`config.mk`:
```
export PLATFORM = sky130hd
export DESIGN_NAME = seg7_scan_ctrl
export DESIGN_NICKNAME = d
export VERILOG_FILES = /design/src/rtl/seg7_pkg.sv /design/src/rtl/seg7_decoder.sv /design/src/rtl/seg7_scan_ctrl.sv
export SDC_FILE = /design/constraint.sdc
export NUM_CORES = 1
export LEC_CHECK = 0
export ABC_AREA = 1
export BUFFER_PORTS_ARGS = -buffer_cell sky130_fd_sc_hd__buf_2
export CORE_MARGIN = 4
export CORE_UTILIZATION = 59
export DETAILED_ROUTE_END_ITERATION = 16
export PLACE_DENSITY = 0.89
export SLEW_MARGIN = 40
export SYNTH_ARGS = -nofsm -noshare
export SYNTH_HDL_FRONTEND = slang
export SYNTH_SLANG_ARGS = --single-unit
export TNS_END_PERCENT = 20
```
`constraint.sdc`:
```
create_clock -name clk -period 2.75 [get_ports clk]
set_clock_uncertainty 0.15 [all_clocks]
set_input_delay 0.1375 -clock clk [delete_from_list [all_inputs] [get_ports clk]]
set_output_delay 0.1375 -clock clk [all_outputs]
set_load 0.1 [all_outputs]
```
`src/rtl/seg7_pkg.sv`:
```
// Shared types and constants for the seven-segment scan controller:
// state encoding and the active-low hex-to-segment table.
package seg7_pkg;

  typedef enum logic [1:0] {
    ST_IDLE  = 2'd0,
    ST_DRIVE = 2'd1,
    ST_GUARD = 2'd2
  } state_t;

  localparam int unsigned SEG_W = 7;

  // Active-low {g,f,e,d,c,b,a} patterns, indexed by hex value 0..F
  localparam logic [SEG_W-1:0] SEG_LUT [16] = '{
    7'h40, 7'h79, 7'h24, 7'h30, 7'h19, 7'h12, 7'h02, 7'h78,
    7'h00, 7'h10, 7'h08, 7'h03, 7'h46, 7'h21, 7'h06, 7'h0E
  };

  localparam logic [SEG_W-1:0] SEG_OFF = 7'h7F;

endpackage

```
`src/rtl/seg7_decoder.sv`:
```
// Combinational hex nibble to active-low seven-segment pattern.
module seg7_decoder
  import seg7_pkg::*;
(
  input  logic [3:0]       nibble,
  output logic [SEG_W-1:0] seg_c
);

  assign seg_c = SEG_LUT[nibble];

endmodule

```
`src/rtl/seg7_scan_ctrl.sv`:
```
// Multiplexed seven-segment display scanner with double-buffered digit data,
// inter-digit guard time and optional leading-zero blanking.
module seg7_scan_ctrl
  import seg7_pkg::*;
#(
  parameter int unsigned N_DIGITS = 4,
  parameter int unsigned DWELL    = 100000,
  parameter int unsigned GUARD    = 1000
) (
  input  logic                  clk,
  input  logic                  rst_n,
  input  logic                  enable,
  input  logic                  load,
  input  logic [4*N_DIGITS-1:0] digits_in,
  input  logic [N_DIGITS-1:0]   dp_in,
  input  logic                  blank_lz,
  output logic [N_DIGITS-1:0]   an,
  output logic [SEG_W-1:0]      seg,
  output logic                  dp,
  output logic                  pending,
  output logic                  frame
);

  localparam int unsigned DW      = 4 * N_DIGITS;
  localparam int unsigned IW      = $clog2(N_DIGITS);
  localparam int unsigned CNT_MAX = (DWELL > GUARD) ? DWELL : GUARD;
  localparam int unsigned CW      = $clog2(CNT_MAX);

  state_t                state;
  logic [IW-1:0]         idx;
  logic [CW-1:0]         cnt;
  logic [DW-1:0]         shadow_digits;
  logic [DW-1:0]         disp_digits;
  logic [N_DIGITS-1:0]   shadow_dp;
  logic [N_DIGITS-1:0]   disp_dp;

  logic                  dwell_done_c;
  logic                  guard_done_c;
  logic                  last_digit_c;
  logic                  wrap_c;
  logic                  boundary_c;
  logic [3:0]            nibble_c;
  logic                  dp_sel_c;
  logic                  zero_above_c;
  logic                  blank_c;
  logic [SEG_W-1:0]      dec_seg_c;

  assign dwell_done_c = (state == ST_DRIVE) && (cnt == CW'(DWELL - 1));
  assign guard_done_c = (state == ST_GUARD) && (cnt == CW'(GUARD - 1));
  assign last_digit_c = (idx == IW'(N_DIGITS - 1));
  assign wrap_c       = last_digit_c && ((GUARD == 0) ? dwell_done_c : guard_done_c);
  assign boundary_c   = enable && ((state == ST_IDLE) || wrap_c);

  // Scan sequencer: dwell on each digit, optional all-off guard, wrap to digit 0
  always_ff @(posedge clk or negedge rst_n) begin
    if (!rst_n) begin
      state <= ST_IDLE;
      idx   <= '0;
      cnt   <= '0;
    end else if (!enable) begin
      state <= ST_IDLE;
      idx   <= '0;
      cnt   <= '0;
    end else begin
      case (state)
        ST_IDLE: begin
          state <= ST_DRIVE;
          idx   <= '0;
          cnt   <= '0;
        end
        ST_DRIVE: begin
          if (dwell_done_c) begin
            cnt <= '0;
            if (GUARD == 0) begin
              idx <= last_digit_c ? '0 : idx + IW'(1);
            end else begin
              state <= ST_GUARD;
            end
          end else begin
            cnt <= cnt + CW'(1);
          end
        end
        ST_GUARD: begin
          if (guard_done_c) begin
            state <= ST_DRIVE;
            cnt   <= '0;
            idx   <= last_digit_c ? '0 : idx + IW'(1);
          end else begin
            cnt <= cnt + CW'(1);
          end
        end
        default: begin
          state <= ST_IDLE;
          idx   <= '0;
          cnt   <= '0;
        end
      endcase
    end
  end

  // Double buffer: the display copy only moves on a frame boundary
  always_ff @(posedge clk or negedge rst_n) begin
    if (!rst_n) begin
      shadow_digits <= '0;
      shadow_dp     <= '0;
      disp_digits   <= '0;
      disp_dp       <= '0;
      pending       <= 1'b0;
      frame         <= 1'b0;
    end else begin
      frame <= boundary_c;
      if (load && boundary_c) begin
        shadow_digits <= digits_in;
        shadow_dp     <= dp_in;
        disp_digits   <= digits_in;
        disp_dp       <= dp_in;
        pending       <= 1'b0;
      end else if (load) begin
        shadow_digits <= digits_in;
        shadow_dp     <= dp_in;
        pending       <= 1'b1;
      end else if (boundary_c && pending) begin
        disp_digits <= shadow_digits;
        disp_dp     <= shadow_dp;
        pending     <= 1'b0;
      end
    end
  end

  // Selected digit and whether it sits inside the leading-zero run
  always_comb begin
    nibble_c     = 4'h0;
    dp_sel_c     = 1'b0;
    zero_above_c = 1'b1;
    for (int unsigned i = 0; i < N_DIGITS; i++) begin
      if (idx == IW'(i)) begin
        nibble_c = disp_digits[4*i +: 4];
        dp_sel_c = disp_dp[i];
      end
      if ((IW'(i) >= idx) && (disp_digits[4*i +: 4] != 4'h0)) begin
        zero_above_c = 1'b0;
      end
    end
  end

  assign blank_c = blank_lz && (idx != '0) && zero_above_c;

  seg7_decoder u_decoder (
    .nibble (nibble_c),
    .seg_c  (dec_seg_c)
  );

  // Output stage; dropping enable blanks on the very next edge
  always_ff @(posedge clk or negedge rst_n) begin
    if (!rst_n) begin
      an  <= '1;
      seg <= SEG_OFF;
      dp  <= 1'b1;
    end else if (!enable || (state != ST_DRIVE)) begin
      an  <= '1;
      seg <= SEG_OFF;
      dp  <= 1'b1;
    end else begin
      an  <= ~(N_DIGITS'(1) << idx);
      seg <= blank_c ? SEG_OFF : dec_seg_c;
      dp  <= ~dp_sel_c;
    end
  end

endmodule

```
==> results of run 1 <==
## cell usage after synthesis, types with 2 or more instances
| cell type | instances |
|---|---|
| o21ai_2 | 2 |
| nor2_2 | 22 |
| inv_1 | 55 |
| nand2_1 | 147 |
| buf_6 | 4 |
| dfrtp_1 | 63 |
| o21ai_0 | 14 |
| o211ai_1 | 5 |
| nand3_1 | 18 |
| ha_1 | 16 |
| a21oi_1 | 28 |
| nand4_1 | 7 |
| buf_2 | 7 |
| dfstp_2 | 12 |
| nand2_2 | 5 |
| nor2_1 | 55 |
| nor3_1 | 4 |
| clkbuf_1 | 4 |
| xor2_1 | 7 |
| inv_2 | 2 |
## state kept, by name, indices dropped and copies added (netlist names)
signal and count:
idx 2, disp_dp 4, pending 1, shadow_dp 4, disp_digits 16, frame 1, dp 1, an 4
state 2, seg 7, shadow_digits 16, cnt 17
## cells by family after synthesis
family | Yosys count | share of synthesized area (%)
and+or+nand+nor | 264 | 29.1
DFF | 75 | 48.2
buffers and inverters | 73 | 7.97
AOI/OAI and AO/OA | 55 | 7.85
adders and majority gates | 16 | 5.10
xor gates and xnor gates | 8 | 1.79
## what timing repair did
action | in CTS | in global routing
endpoints found under the setup margin | 0 | 3
hold buffers | 22 | 0
hold endpoints to repair | 102 | 0
gates resized for setup | 0 | 4
## stage by stage
stage                     cells  worst slack (ps)  hold WS [ps]  power [mW]
after detailed placement    595               256         -62.6        3.03
final                       633               365          91.3        4.00
after global routing        633               101           110        4.28
after global placement      594               414           133        2.97
after CTS                   633               229          93.9        4.00
after floorplan             491               590          -308        2.75
## power groups by stage
stage,logic [mW],clock network [mW],registers [mW]
finish,1.54,0.936,1.53
global route,1.72,1.01,1.55
CTS,1.53,0.950,1.52
detailed placement,1.49,0,1.54
global placement,1.44,0,1.53
floorplan,0.895,0,1.85
## cell type report
type,count,share of cell area [%]
Timing Repair Buffer,64,10.2
Inverter,58,4.70
Clock buffer,9,2.67
Clock inverter,7,2.13
Sequential cell,75,40.9
Tap cell,77,2.08
Multi-Input combinational cell,343,37.3
## metal layers
| metal | wire length, µm | vias to the layer above | GRT usage [%] |
|---|---|---|---|
| met5 | 0 | - | 0 |
| met4 | 207 | 0 | 11.4 |
| met3 | 398 | 22 | 4.06 |
| met2 | 4200 | 96 | 39.5 |
| met1 | 3540 | 1560 | 29.3 |
| li1 | - | 1645 | - |
## path summary, 6_finish.rpt
path | start | end | cells after the start | slack [ps]
max in group asynchronous | rst_n | shadow_digits[1] | 3 | 1810
max reg2reg | idx[0] | seg[0] | 12 | 360
min in group clk | load | disp_digits[0] | 6 | 220
min | rst_n | disp_dp[2] | 2 | 90
min reg2reg | disp_dp[3] | dp | 1 | 320
max | idx[0] | seg[0] | 12 | 360
## worst max-delay path, delay by kind of cell (launching register included)
kind / cells / cell delay, ps
DFF: 1 / 440
buffers and inverters: 4 / 510
AOI/OAI and AO/OA: 1 / 230
and+or+nand+nor: 5 / 430
adders and majority gates: 2 / 540
==> impl_metrics.csv, run 1 <==
group,metric,value,unit
status,status,"finished, final reports clean",
detailed_routing,drc_errors,0,
die,ios,39,
cts,cts_setup_buffers,0,
logic_synthesis,synthCells,491,
cts,tritoncts,"built",
global_routing,grt_max_degree,42,
layout,final_cell_mix,"nand2_1 (147), dfrtp_1 (63), inv_1 (55), nor2_1 (55), buf_2 (38)",
worst_hold_path,hold_class,"in -> async",
die,die_area,0.00802,mm²
critical_path,crit_path_max_incr_delay,440,ps
place,place_congestion,0.907,
critical_path,critPathRequiredTime,2870,ps
layout,drive_gt1_share,19.4,%
critical_path,crit_chain,"inv_1 -> ha_1 -> inv_1 -> nand2_1 -> nand2_1 -> o21ai_1 -> inv_1 -> ha_1 -> inv_1 -> nor3_1 -> nor2_1 -> nand3_1",
sta,fmax,419,MHz
detailed_routing,avgViaCountPerCell,5.25,
logic_synthesis,synth_area_leaders,"dfrtp_1 (40%), nand2_1 (14%), dfstp_2 (8.0%), inv_1 (5.3%), nor2_1 (5.3%)",
logic_synthesis,synth.avg_cell_area,7.99,µm²
layout,fillers,472,
logic_synthesis,yosys.area.top_type_share,40.2,%
cts,clockBufferDepth,2,
layout,multi_input_area,0.00173,mm²
sta,timing.final.setup_violations,0,
place,dp_hpwl,5.75,mm
sta,post-route-period-util,86.7,%
die,initial_core_util,61.4,%
detailed_routing,wl,8.34,mm
global_routing,antenna_found_initial,0,
critical_path,cpMostUsedCell,"inv_1",
detailed_routing,postRouteAntennaNets,0,
global_routing,grt_overflow,0,
place,portBuffers,38,
layout,layout_commonest_cell,"nand2_1",
layout,fin_area,0.00463,mm²
critical_path,worstPathMaxFanout,9,
sta,slew-limit-headroom,62.0,%
logic_synthesis,ys_seq_elements,75,
sta,slew_viol_final,0,
power,p_int,2.30,mW
die,die_height,89.5,µm
critical_path,worstPathArrival,2510,ps
cts,h-tree-depth,3,
cts,cts-root-buf,"clkbuf_8",
detailed_routing,drtPass1Iterations,5,
cts,cts_buffers,9,
cts,clk_latency,350,ps
global_routing,grt_pass1_vias,3315,
global_routing,grt_pass1_wl,14.5,mm
logic_synthesis,synth_top_area_cell,"dfrtp_1",
power,p_leak,2.32,nW
die,die_x,89.5,µm
global_routing,grtUsageTotal,23.5,%
power,power_density,864,mW/mm²
sta,tightest_slew,570,ps
sta,fin_setup_tns,0,ps
detailed_routing,drt_iter0_drc,132,
sta,rsz0062_at_grt,"no",
place,place_area,0.00418,mm²
logic_synthesis,yosys.cell_types.count,34,
critical_path,critical_path_class,"reg -> reg",
power,seqPwrFrac,38.2,%
power,p_sw,1.70,mW
cts,path_clk_slew,80,ps
power,ir_drop,0.000582,V
layout,ff_latch_area,0.00189,mm²
detailed_routing,vias,3323,
logic_synthesis,synthesis.nets,532,
power,p_clk_share,23.4,%
power,p_sw_share,42.4,%
sta,hold_violations,0,
flow_run,cap_violations,0,
critical_path,end_kind,"flip-flop",
sta,fin_crit,2390,ps
layout,antenna-diode-count,0,
logic_synthesis,synthArstFlopShare,100,%
logic_synthesis,netlist_area,0.00392,mm²
cts,clkSinkCount,75,
logic_synthesis,ys_seq_area_share,48.2,%
logic_synthesis,yosysWarningCount,0,
power,power_frac_comb,38.4,%
logic_synthesis,ys.flop_type,"dfrtp_1",
layout,syn2layout_area_growth,18.1,%
detailed_routing,routedWlPerCell,13.2,µm
logic_synthesis,synth_edf_count,0,
die,core,0.00639,mm²
layout,fin_util,72.5,%
critical_path,crit_slowest_cell,"dfrtp_1",
layout,nNetsFinal,592,
die,row_count,29,
critical_path,cp-start-kind,"flip-flop",
Power figures use the tool's default switching activity.
==> run 2, diff against run 1 <==
CELL_PAD_IN_SITES_DETAIL_PLACEMENT = 1   (was default)
CELL_PAD_IN_SITES_GLOBAL_PLACEMENT = 2   (was default)
CORE_UTILIZATION = 38   (was 59)
PLACE_DENSITY = 0.94   (was 0.89)
SLEW_MARGIN = 5   (was 40)
clock period = 3.1 ns   (was 2.75 ns; I/O delays follow)
==> run 2 against run 1 <==
Against the previous run: global-route usage shrank 6.3 points; critical path type unchanged; sequential power shrank 12%; first-iteration DRC count shrank 34%; final area grew 0.38%; utilization shrank 26 points; critical endpoint unchanged; setup slack gained 150 ps; register-to-register slack gained 150 ps; non-clock buffer count shrank 2; sequential share of layout area shrank 0.15 points; worst hold slack gained 150 ps; highest routed layer unchanged.
==> impl_metrics.csv, run 2 (synthesized netlist as in run 1, its figures left out) <==
group,metric,value,unit
sta,fmax,387,MHz
layout,largest_reg_flops,17,
sta,timing.final.setup_violations,0,
sta,slew_viol_final,0,
sta,fin_setup_tns,0,ps
critical_path,critPathRequiredTime,3220,ps
worst_hold_path,hold_class,"in -> reg",
power,p_leak,2.30,nW
cts,cts_buffers,9,
power,ir_drop,0.000284,V
cts,clkSinkCount,75,
detailed_routing,wl,9.34,mm
place,place_congestion,0.832,
flow_run,cap_violations,0,
layout,nNetsFinal,590,
critical_path,regToRegSetupSlack,510,ps
die,die_area,0.0120,mm²
critical_path,critical_path_class,"reg -> reg",
layout,largest_registers,"cnt (17), disp_digits (16), shadow_digits (16)",
cts,clockBufferDepth,2,
global_routing,grt_pass1_vias,3427,
die,ios,39,
place,portBuffers,38,
place,dp_hpwl,6.48,mm
cts,tritoncts,"built",
layout,syn2layout_area_growth,18.5,%
sta,rsz0062_at_grt,"no",
global_routing,grtUsageTotal,17.2,%
layout,regMostFlops,"cnt",
layout,antenna-diode-count,0,
layout,layout_commonest_cell,"nand2_1",
cts,path_clk_slew,90,ps
die,row_count,36,
critical_path,cp-start-kind,"flip-flop",
global_routing,grt_overflow,0,
sta,fin_crit,2590,ps
die,core,0.00991,mm²
die,die_x,110,µm
detailed_routing,postRouteAntennaNets,0,
detailed_routing,drtPass1Iterations,4,
critical_path,worstPathArrival,2700,ps
place,place_ws,547,ps
detailed_routing,vias,3308,
layout,drive_gt1_share,18.6,%
cts,cts-root-buf,"clkbuf_8",
cts,h-tree-depth,3,
critical_path,end_kind,"flip-flop",
global_routing,grt_max_degree,76,
sta,worst_slack,514,ps
layout,ff_latch_area,0.00189,mm²
sta,slew-limit-headroom,36.4,%
power,power_density,769,mW/mm²
cts,clk_latency,350,ps
layout,final_cell_mix,"nand2_1 (147), dfrtp_1 (63), inv_1 (55), nor2_1 (55), buf_2 (37)",
layout,multi_input_area,0.00172,mm²
sta,tightest_slew,955,ps
die,initial_core_util,39.6,%
die,die_height,110,µm
sta,post-route-period-util,83.4,%
detailed_routing,drc_errors,0,
status,status,"finished, final reports clean",
detailed_routing,avgViaCountPerCell,4.82,
global_routing,antenna_found_initial,0,
detailed_routing,drt_iter0_drc,87,
detailed_routing,routedWlPerCell,13.6,µm
layout,fillers,1247,
sta,hold_violations,0,
global_routing,grt_pass1_wl,16.3,mm
critical_path,worstPathMaxFanout,7,
run 2: per-layer routing:
| layer | track usage (%) | share of wire (%) | vias up |
|---|---|---|---|
| met5 | 0 | 0 | - |
| met4 | 5.88 | 0.90 | 0 |
| met3 | 3.58 | 2.8 | 8 |
| met2 | 28.6 | 50 | 39 |
| met1 | 22.2 | 47 | 1616 |
| li1 | - | - | 1645 |
run 2: final timing paths:
path	from	endpoint	depth (start not counted)
hold reg to reg	cnt[0]	cnt[0]	1
max in group asynchronous	rst_n	disp_digits[14]	2
hold / removal	load	disp_digits[2]	6
setup / recovery	idx[0]	seg[0]	9
min in group asynchronous	rst_n	pending	2
setup reg to reg	idx[0]	seg[0]	9
run 2: per-stage QoR:
stage / area [µm²] / hold slack, ps / instances / power (mW) / util (%)
finish: 4650 / 241 / 687 / 3.57 / 46.9
global route: 4650 / 265 / 687 / 3.86 / 46.9
CTS: 4650 / 235 / 687 / 3.62 / 46.9
detailed placement: 4200 / 218 / 649 / 2.72 / 42.4
global placement: 4200 / 212 / 649 / 2.68 / 42.4
floorplan: 3920 / -291 / 491 / 2.44 / -
run 2: layout make-up:
| cell class | instances | area share (%) |
|---|---|---|
| flip-flops and latches | 75 | 40.7 |
| multi-input cells | 343 | 37.0 |
| repair buffers | 62 | 9.21 |
| inverters | 58 | 4.68 |
| well taps | 133 | 3.58 |
| clock buffers | 10 | 2.96 |
| clock inverters | 6 | 1.91 |
run 2: power breakdown:
group          internal, mW  switching, mW
Clock                 0.475          0.384
Sequential             1.21          0.140
Combinational         0.369           1.00
run 2: what timing repair did:
action,4_1_cts,5_1_grt
resized for setup,0,0
hold buffers,22,0
buffers inserted,0,0
hold endpoints to repair,92,0
run 2: worst max-delay path: stages (launching register included):
cell      delay, ps
dfrtp_1         430
ha_1            350
inv_2           130
o21ai_0         610
inv_1           180
ha_1            230
inv_1           110
nand2_1          90
o211ai_1        110
nand3_1         110
==> run 3, diff against run 2 <==
CORE_UTILIZATION = 35   (was 38)
PLACE_DENSITY = 0.88   (was 0.94)
clock period = 2.7 ns   (was 3.1 ns; I/O delays follow)
==> run 3 against run 2 <==
Against the previous run: power is 9.9% higher; final cell count up 1.3%; combinational power up 16%; critical path depth up 3; wire length is 0.15% higher; flip-flop and latch count stayed put; global-route usage shrank 1.7 points; largest cell class unchanged; largest power group unchanged.
==> impl_metrics.csv, run 3 (synthesized netlist as in run 1, its figures left out) <==
group,metric,value,unit
status,status,"finished, final reports clean",
global_routing,grt_overflow,0,
detailed_routing,drt_iter0_drc,98,
layout,ff_latch_area,0.00189,mm²
sta,timing.final.setup_violations,0,
critical_path,worst-path-buf-inv,3,
worst_hold_path,hold_class,"in -> reg",
layout,antenna-diode-count,0,
sta,fmax,402,MHz
sta,slew_viol_final,0,
cts,cts_buffers,9,
sta,fin_setup_tns,0,ps
sta,slew-limit-headroom,37.0,%
global_routing,grt_max_degree,76,
power,power_frac_comb,40.5,%
die,die_area,0.0130,mm²
layout,final_cells,696,
critical_path,worstRegToRegCells,12,
place,dp_cells,658,
layout,final_cell_mix,"nand2_1 (147), dfrtp_1 (63), inv_1 (55), nor2_1 (55), buf_2 (37)",
worst_hold_path,hold_depth,6,
layout,nNetsFinal,592,
detailed_routing,drtPass1Iterations,4,
sta,worst_slack,210,ps
place,place_ws,119,ps
flow_run,cap_violations,0,
layout,largest_reg_flops,17,
power,p_clk_share,19.9,%
layout,fillers,1341,
global_routing,antenna_found_initial,0,
power,p_sw,1.72,mW
power,power.total,3.93,mW
power,seqPwrFrac,39.6,%
power,p_int,2.21,mW
cts,clkSinkCount,75,
layout,syn2layout_area_growth,17.8,%
detailed_routing,wl,9.35,mm
critical_path,r2r-start,"idx[1]",
critical_path,worstPathMaxFanout,11,
critical_path,crit_slowest_cell,"dfrtp_1",
place,dp_hpwl,6.70,mm
power,power_density,850,mW/mm²
die,die_height,114,µm
detailed_routing,drc_errors,0,
die,row_count,38,
worst_hold_path,min_to,"disp_digits[2]",
critical_path,cp-start-kind,"flip-flop",
cts,clockBufferDepth,2,
cts,tritoncts,"built",
place,place_congestion,0.875,
layout,regMostFlops,"cnt",
die,core,0.0109,mm²
die,initial_core_util,36.0,%
critical_path,timing.rr.end,"seg[0]",
critical_path,worstPathArrival,2610,ps
critical_path,regToRegSetupSlack,210,ps
power,p_leak,2.29,nW
sta,post-route-period-util,92.2,%
cts,cts-root-buf,"clkbuf_8",
layout,multi_input_area,0.00172,mm²
critical_path,critPathRequiredTime,2810,ps
power,ir_drop,0.000431,V
worst_hold_path,min_from,"load",
critical_path,end_kind,"flip-flop",
layout,drive_gt1_share,18.5,%
global_routing,grt_pass1_vias,3395,
detailed_routing,routedWlPerCell,13.4,µm
layout,layout_commonest_cell,"nand2_1",
layout,largest_registers,"cnt (17), disp_digits (16), shadow_digits (16)",
cts,path_clk_slew,80,ps
detailed_routing,avgViaCountPerCell,4.68,
sta,fin_crit,2490,ps
sta,rsz0062_at_grt,"no",
detailed_routing,postRouteAntennaNets,0,
die,die_x,114,µm
sta,hold_violations,0,
critical_path,crit_path_max_incr_delay,450,ps
sta,tightest_slew,944,ps
critical_path,crit_chain,"inv_1 -> ha_1 -> o21ai_0 -> nand2_1 -> nand2_1 -> o21ai_1 -> inv_1 -> ha_1 -> inv_1 -> nand2_1 -> o211ai_1 -> nand3_1",
die,ios,39,
power,p_sw_share,43.8,%
place,portBuffers,38,
global_routing,grtUsageTotal,15.5,%
critical_path,critical_path_class,"reg -> reg",
cts,clk_latency,350,ps
cts,h-tree-depth,3,
critical_path,critical_path.top_delay_family,"adder cells",
global_routing,grt_pass1_wl,16.3,mm
detailed_routing,vias,3254,
[run 3: changes by cell type in the layout (fill, tap and decap cells not counted)]
cell        previous run  this run
buf_4                  3         5
bufinv_16              2         0
clkbuf_1               0         3
clkbuf_8              10        11
clkinv_2               1         2
clkinv_4               1         0
clkinvlp_4             2         0
ha_1                  16        15
ha_2                   0         1
o21ai_0               14        13
o21ai_1                1         2
[run 3: worst max path at each step]
stage	start	slack, ps	cells after the start	endpoint
2_1_floorplan	idx[1]	540	13	seg[3]
3_3_place_gp	idx[0]	340	9	seg[0]
3_5_place_dp	idx[0]	120	9	seg[0]
4_1_cts	idx[0]	110	9	seg[0]
5_1_grt	idx[1]	10	12	seg[0]
6_report	idx[1]	210	12	seg[0]
[run 3: repair_timing]
| item | CTS | global route |
|---|---|---|
| buffers inserted | 0 | 0 |
| endpoints found under the hold margin | 102 | 0 |
| setup endpoints to repair | 0 | 5 |
| gates resized for setup | 0 | 2 |
| hold buffers | 22 | 0 |
[run 3: layer usage]
layer | vias up | GRT usage (%) | routed length (µm)
met2 | 47 | 25.4 | 4370
li1 | 1642 | - | -
met5 | - | 0 | 0
met1 | 1553 | 20.7 | 4520
met3 | 12 | 3.55 | 332
met4 | 0 | 4.28 | 123
[run 3: power groups by stage]
stage               logic [mW]  registers (mW)  clock network (mW)
floorplan                0.912            1.89                   0
global placement          1.53            1.57                   0
detailed placement        1.58            1.58                   0
CTS                       1.61            1.56               0.814
global route              1.81            1.59               0.860
finish                    1.59            1.56               0.782
[run 3: worst register-to-register path, stage by stage, from the launching register on]
cell and delay, ps:
dfrtp_1 450, inv_1 130, ha_1 360, o21ai_0 170
nand2_1 80, nand2_1 50, o21ai_1 260, inv_1 160
ha_1 210, inv_1 110, nand2_1 90, o211ai_1 100
nand3_1 90
[run 3: layout make-up]
type                       instances  share of cell area [%]
clock buffer                      14                    3.52
clock inverter                     2                   0.217
inverter                          58                    4.71
multi-input combinational        343                    37.2
sequential                        75                    40.9
tap                              140                    3.79
timing repair buffer              64                    9.59
[run 3: stage by stage]
step	instance area [µm²]	util, %	hold slack, ps
6_report	4620	42.4	203
5_1_grt	4620	42.4	241
4_1_cts	4620	42.4	198
3_5_place_dp	4230	38.8	205
3_3_place_gp	4230	38.8	194
2_1_floorplan	3920	-	-311
